[src/rtl/branch_resolve_unit.sv]
// Branch resolution unit: evaluates MIPS-Lite conditional branches and registers the outcome one cycle after issue.
// Define BRU_BHT_EN to add a direct-mapped 2-bit saturating branch history table for fetch prediction.
module branch_resolve_unit #(
    parameter int XLEN      = 32,
    parameter int PC_W      = 32,   // must be >= 18 so the shifted offset fits
    parameter int BHT_DEPTH = 16
) (
    input  logic            clk,
    input  logic            rst,
    input  logic [PC_W-1:0] lu_pc,
    output logic            lu_taken,
    input  logic            in_valid,
    input  logic            flush,
    input  logic [5:0]      op,
    input  logic [4:0]      rt_sel,
    input  logic [XLEN-1:0] rn1,
    input  logic [XLEN-1:0] rn2,
    input  logic [PC_W-1:0] pc,
    input  logic [15:0]     imm,
    input  logic            pred_taken,
    output logic            out_valid,
    output logic            taken,
    output logic [PC_W-1:0] target,
    output logic [PC_W-1:0] redirect_pc,
    output logic            mispredict
);

    localparam int IDX_W = $clog2(BHT_DEPTH);

    typedef enum logic [5:0] {
        OP_REGIMM = 6'd1,
        OP_BEQ    = 6'd4,
        OP_BNE    = 6'd5,
        OP_BLEZ   = 6'd6,
        OP_BGTZ   = 6'd7
    } br_op_e;

    logic            w_is_branch;
    logic            w_cond;
    logic            w_accept;
    logic            w_rn1_neg;
    logic            w_rn1_zero;
    logic            w_pred_miss;
    logic [PC_W-1:0] w_pc_plus4;
    logic [PC_W-1:0] w_offset;
    logic [PC_W-1:0] w_target;

    logic            r_valid;
    logic            r_taken;
    logic            r_mispredict;
    logic [PC_W-1:0] r_target;
    logic [PC_W-1:0] r_redirect;

    assign w_rn1_neg  = rn1[XLEN-1];
    assign w_rn1_zero = (rn1 == '0);

    // NOTE: every variable driven here gets a default first, so no path leaves it unassigned and no latch is inferred.
    always_comb begin
        w_is_branch = 1'b0;
        w_cond      = 1'b0;
        case (op)
            OP_BEQ: begin
                w_is_branch = 1'b1;
                w_cond      = (rn1 == rn2);
            end
            OP_BNE: begin
                w_is_branch = 1'b1;
                w_cond      = (rn1 != rn2);
            end
            OP_BLEZ: begin
                w_is_branch = 1'b1;
                w_cond      = w_rn1_neg | w_rn1_zero;
            end
            OP_BGTZ: begin
                w_is_branch = 1'b1;
                w_cond      = !w_rn1_neg && !w_rn1_zero;
            end
            OP_REGIMM: begin
                if (rt_sel == 5'd0) begin
                    w_is_branch = 1'b1;
                    w_cond      = w_rn1_neg;
                end else if (rt_sel == 5'd1) begin
                    w_is_branch = 1'b1;
                    w_cond      = !w_rn1_neg;
                end
            end
            default: begin
                w_is_branch = 1'b0;
                w_cond      = 1'b0;
            end
        endcase
    end

    assign w_accept   = in_valid && !flush && w_is_branch;
    // Word offset, sign-extended and scaled to bytes; additions wrap modulo 2^PC_W.
    assign w_offset   = {{(PC_W-18){imm[15]}}, imm, 2'b00};
    assign w_pc_plus4 = pc + PC_W'(4);
    assign w_target   = w_pc_plus4 + w_offset;

`ifdef BRU_BHT_EN
    logic [1:0]       r_bht [BHT_DEPTH];
    logic [IDX_W-1:0] w_lu_idx;
    logic [IDX_W-1:0] w_up_idx;
    logic             w_unused;

    assign w_lu_idx    = lu_pc[IDX_W+1:2];
    assign w_up_idx    = pc[IDX_W+1:2];
    // Reads the pre-edge table, so a same-cycle update to this index is not yet visible.
    assign lu_taken    = r_bht[w_lu_idx][1];
    assign w_pred_miss = w_cond != pred_taken;
    assign w_unused    = ^lu_pc;

    // NOTE: the table is reset entry by entry because prediction must start from a known weakly-not-taken state.
    always_ff @(posedge clk) begin
        if (rst) begin
            for (int i = 0; i < BHT_DEPTH; i++) begin
                r_bht[i] <= 2'b01;
            end
        end else if (w_accept) begin
            if (w_cond) begin
                if (r_bht[w_up_idx] != 2'b11) r_bht[w_up_idx] <= r_bht[w_up_idx] + 2'd1;
            end else begin
                if (r_bht[w_up_idx] != 2'b00) r_bht[w_up_idx] <= r_bht[w_up_idx] - 2'd1;
            end
        end
    end
`else
    logic w_unused;

    assign lu_taken    = 1'b0;
    assign w_pred_miss = w_cond;
    assign w_unused    = ^{lu_pc, pred_taken};
`endif

    // NOTE: sequential state uses non-blocking assignments so every register samples pre-edge values.
    always_ff @(posedge clk) begin
        if (rst) begin
            r_valid      <= 1'b0;
            r_taken      <= 1'b0;
            r_mispredict <= 1'b0;
            r_target     <= '0;
            r_redirect   <= '0;
        end else begin
            r_valid      <= w_accept;
            r_mispredict <= w_accept && w_pred_miss;
            if (w_accept) begin
                r_taken    <= w_cond;
                r_target   <= w_target;
                r_redirect <= w_cond ? w_target : w_pc_plus4;
            end
        end
    end

    assign out_valid   = r_valid;
    assign taken       = r_taken;
    assign mispredict  = r_mispredict;
    assign target      = r_target;
    assign redirect_pc = r_redirect;

endmodule
[config.mk]
export PLATFORM = sky130hd
export DESIGN_NAME = branch_resolve_unit
export DESIGN_NICKNAME = d
export VERILOG_FILES = /design/src/rtl/branch_resolve_unit.sv
export SDC_FILE = /design/constraint.sdc
export NUM_CORES = 1
export LEC_CHECK = 0
export CORE_MARGIN = 2
export CORE_UTILIZATION = 47
export CTS_BUF_LIST = sky130_fd_sc_hd__clkbuf_8
export DETAILED_ROUTE_END_ITERATION = 12
export HOLD_SLACK_MARGIN = 0.03
export PLACE_DENSITY = 0.88
export RECOVER_POWER = 25
export REMOVE_ABC_BUFFERS = 1
export SLEW_MARGIN = 5
export SYNTH_ARGS = -nofsm -noshare
export SYNTH_HDL_FRONTEND = slang
export SYNTH_SLANG_ARGS = --single-unit
[constraint.sdc]
create_clock -name clk -period 7 [get_ports clk]
set_input_delay 1.4 -clock clk [delete_from_list [all_inputs] [get_ports clk]]
set_output_delay 1.4 -clock clk [all_outputs]
set_load 0.02 [all_outputs]
==> results.toml <==
[logic_synthesis]
ys_ff_latch = 65
syn-cell-area_mm2 = 0.00520
async_flop_share_pct = 0
synth_ff_type = "dfxtp_1"
avgSynthCellArea_um2 = 7.69
ys_seq_area_share_pct = 25.0
synth_cell_types = 65
ys.warnings.count = 0
syn_inst = 676
synth-edff-count = 0

[clock_network]
clock_latency_ns = 0.35
cts_buffers = 9
cts_buffer_depth = 2
ctsHoldBuffers = 0
cts.sinks = 65
root_buffer = "clkbuf_8"
tritoncts = "built"
postCtsSetupRepairBufs = 0
ctsHtreeMaxLevel = 3
ctsResizeCount = 0
clk_transition_reported_paths_ns = 0.08

[sta]
fmax_mhz = 174
timing.final.crit_share_pct = 82.0
setup_slack_ns = 1.26
worst_pin_slew_ns = 0.882
relSlewSlack_pct = 41.0
hold_violations = 0
period_needed_ns = 5.74
setup_tns_ns = 0
rsz0062_at_grt = "false"
setup_viol = 0
maxSlewViolCount = 0
finClkSkew_ns = 0

[layout]
nFillCells = 880
seq_area_mm2 = 0.00130
antennaDiodeCount = 0
multiInputGateArea_mm2 = 0.00371
drive_gt1_share_pct = 4.09
syn2layout_area_growth_pct = 43.1
layout_common_cells = "159 x clkdlybuf4s50_1, 111 x nand2_1, 65 x dfxtp_1"
nets = 1045
final_common_cell = "clkdlybuf4s50_1"

[global_routing]
grt_max_degree = 51
grt-ovfl-total = 0
grt_pass1_wl_um = 25200
grt_usage_pct = 26.7
antenna_found_initial = 0
grt_pass1_vias = 5381

[critical_path]
r2r_start = "redirect_pc[21]"
cp_data_arrival_time_ns = 6.01
r2r-end = "redirect_pc[21]"
start_kind = "primary input"
path_max_fanout = 6
worstPathRequired_ns = 7.27
r2r_cells = 3
end_kind = "register"
critPathKind = "in -> reg"
reg2reg_slack_ns = 6.19

[die]
die_x_um = 109
start_util_pct = 48.2
die_area_mm2 = 0.0119
die-height_um = 109
ios = 228
core_mm2 = 0.0108
rows = 38

[hold_path]
holdPathStages = 2
hold_path_startpoint = "target[26]"
min_path_type = "reg -> reg"
worst_hold_path.endpoint = "target[26]"

[placed_design]
pre_cts_ws_ns = 0.923
gp_congestion = 0.954
dpl.hpwl_um = 12500
port_buffers = 193

[routing]
ant_nets = 0
drt_iter0_drc = 243
num_vias = 5495
drt_wl_total_um = 15900
routedWlPerCell_um = 16.0
drc = 0
drtPass1Iterations = 4
avgViaCountPerCell = 5.52

[outcome]
outcome = "complete, no violations"

[power_and_ir_drop]
powerDensity_mw_per_mm2 = 151
total_power_mw = 1.12
leakagePower_nw = 2.89
ir_worst_vdd_v = 0.000118

[run]
cap_violations = 0
flip-flops by register name, indices dropped and copies added (netlist names):
name / count
mispredict: 1
out_valid: 1
redirect_pc: 30
taken: 1
target: 32
worst max-delay path by stage:
| stage | startpoint | endpoint | slack, ns | depth (start not counted) |
|---|---|---|---|---|
| after floorplan | pc[4] | redirect_pc[29] | 2.14 | 15 |
| after global placement | pc[4] | redirect_pc[29] | 1.00 | 16 |
| after detailed placement | pc[4] | redirect_pc[29] | 0.92 | 16 |
| after CTS | pc[4] | redirect_pc[29] | 1.28 | 16 |
| after global routing | pc[4] | redirect_pc[29] | 0.96 | 15 |
| final | pc[4] | redirect_pc[29] | 1.26 | 16 |
per-layer routing:
| metal | global-route usage, % | vias up | part of all wire (%) |
|---|---|---|---|
| li1 | - | 2769 | - |
| met1 | 31.6 | 2525 | 42 |
| met2 | 46.7 | 179 | 48 |
| met3 | 7.83 | 22 | 8.5 |
| met4 | 7.42 | 0 | 1.5 |
| met5 | 0 | - | 0 |
per-stage QoR:
stage	std cells	hold WS (ns)	cell area, um^2	util [%]
floorplan	641	0.524	5040	-
global placement	979	0.437	7180	66.6
detailed placement	979	0.445	7180	66.6
CTS	995	0.456	7440	68.9
global route	995	0.469	7440	68.9
finish	995	0.449	7440	68.9
power by group:
part | internal (mW) | total (mW) | switching [mW]
Sequential | 0.373 | 0.375 | 0.00191
Combinational | 0.162 | 0.336 | 0.174
Clock | 0.248 | 0.410 | 0.162
final cells by class:
| cell class | instances | share of cell area, % |
|---|---|---|
| clock buffer | 10 | 1.85 |
| timing repair buffer | 198 | 26.4 |
| clock inverter | 6 | 1.55 |
| inverter | 9 | 0.454 |
| multi-input combinational | 567 | 49.9 |
| sequential | 65 | 17.5 |
| tap | 140 | 2.36 |
cell usage after synthesis (all sizes together), types with 13 or more instances:
cell    count  share of area (%)
a211oi     20                3.0
a21o       13                1.9
a21oi      62                6.1
clkbuf     23                1.7
dfxtp      65                 25
ha         34                8.2
nand2     111                8.0
nand3      23                2.5
nand4      15                1.8
nor2       54                4.0
nor4       18                2.3
o21ai      20                1.9
xnor2      37                6.2
xor2       49                8.3
worst max-delay path, cell delays in order:
cell and delay (ns):
clkdlybuf4s50_1 0.58, and4_1 0.37, nand4_1 0.32, nor2_1 0.38, nand2_1 0.11, xnor2_1 0.30
ha_1 0.35, and3_4 0.22, and4_1 0.22, nand4b_1 0.11, o311ai_1 0.14, a2111oi_2 0.40
a21oi_2 0.18, a31oi_1 0.34, mux2_4 0.34, a221oi_2 0.24
logic make-up after synthesis:
| kind of cell | after synthesis | share of synthesized area (%) |
|---|---|---|
| flops | 65 | 25.0 |
| buf+inv | 44 | 3.64 |
| compound gates | 157 | 19.9 |
| other cells | 1 | 0.0722 |
| mux | 12 | 2.41 |
| fa+ha+maj | 35 | 8.57 |
| xor+xnor | 86 | 14.5 |
| simple gates | 276 | 25.9 |
(Power assumes the default switching activity.)
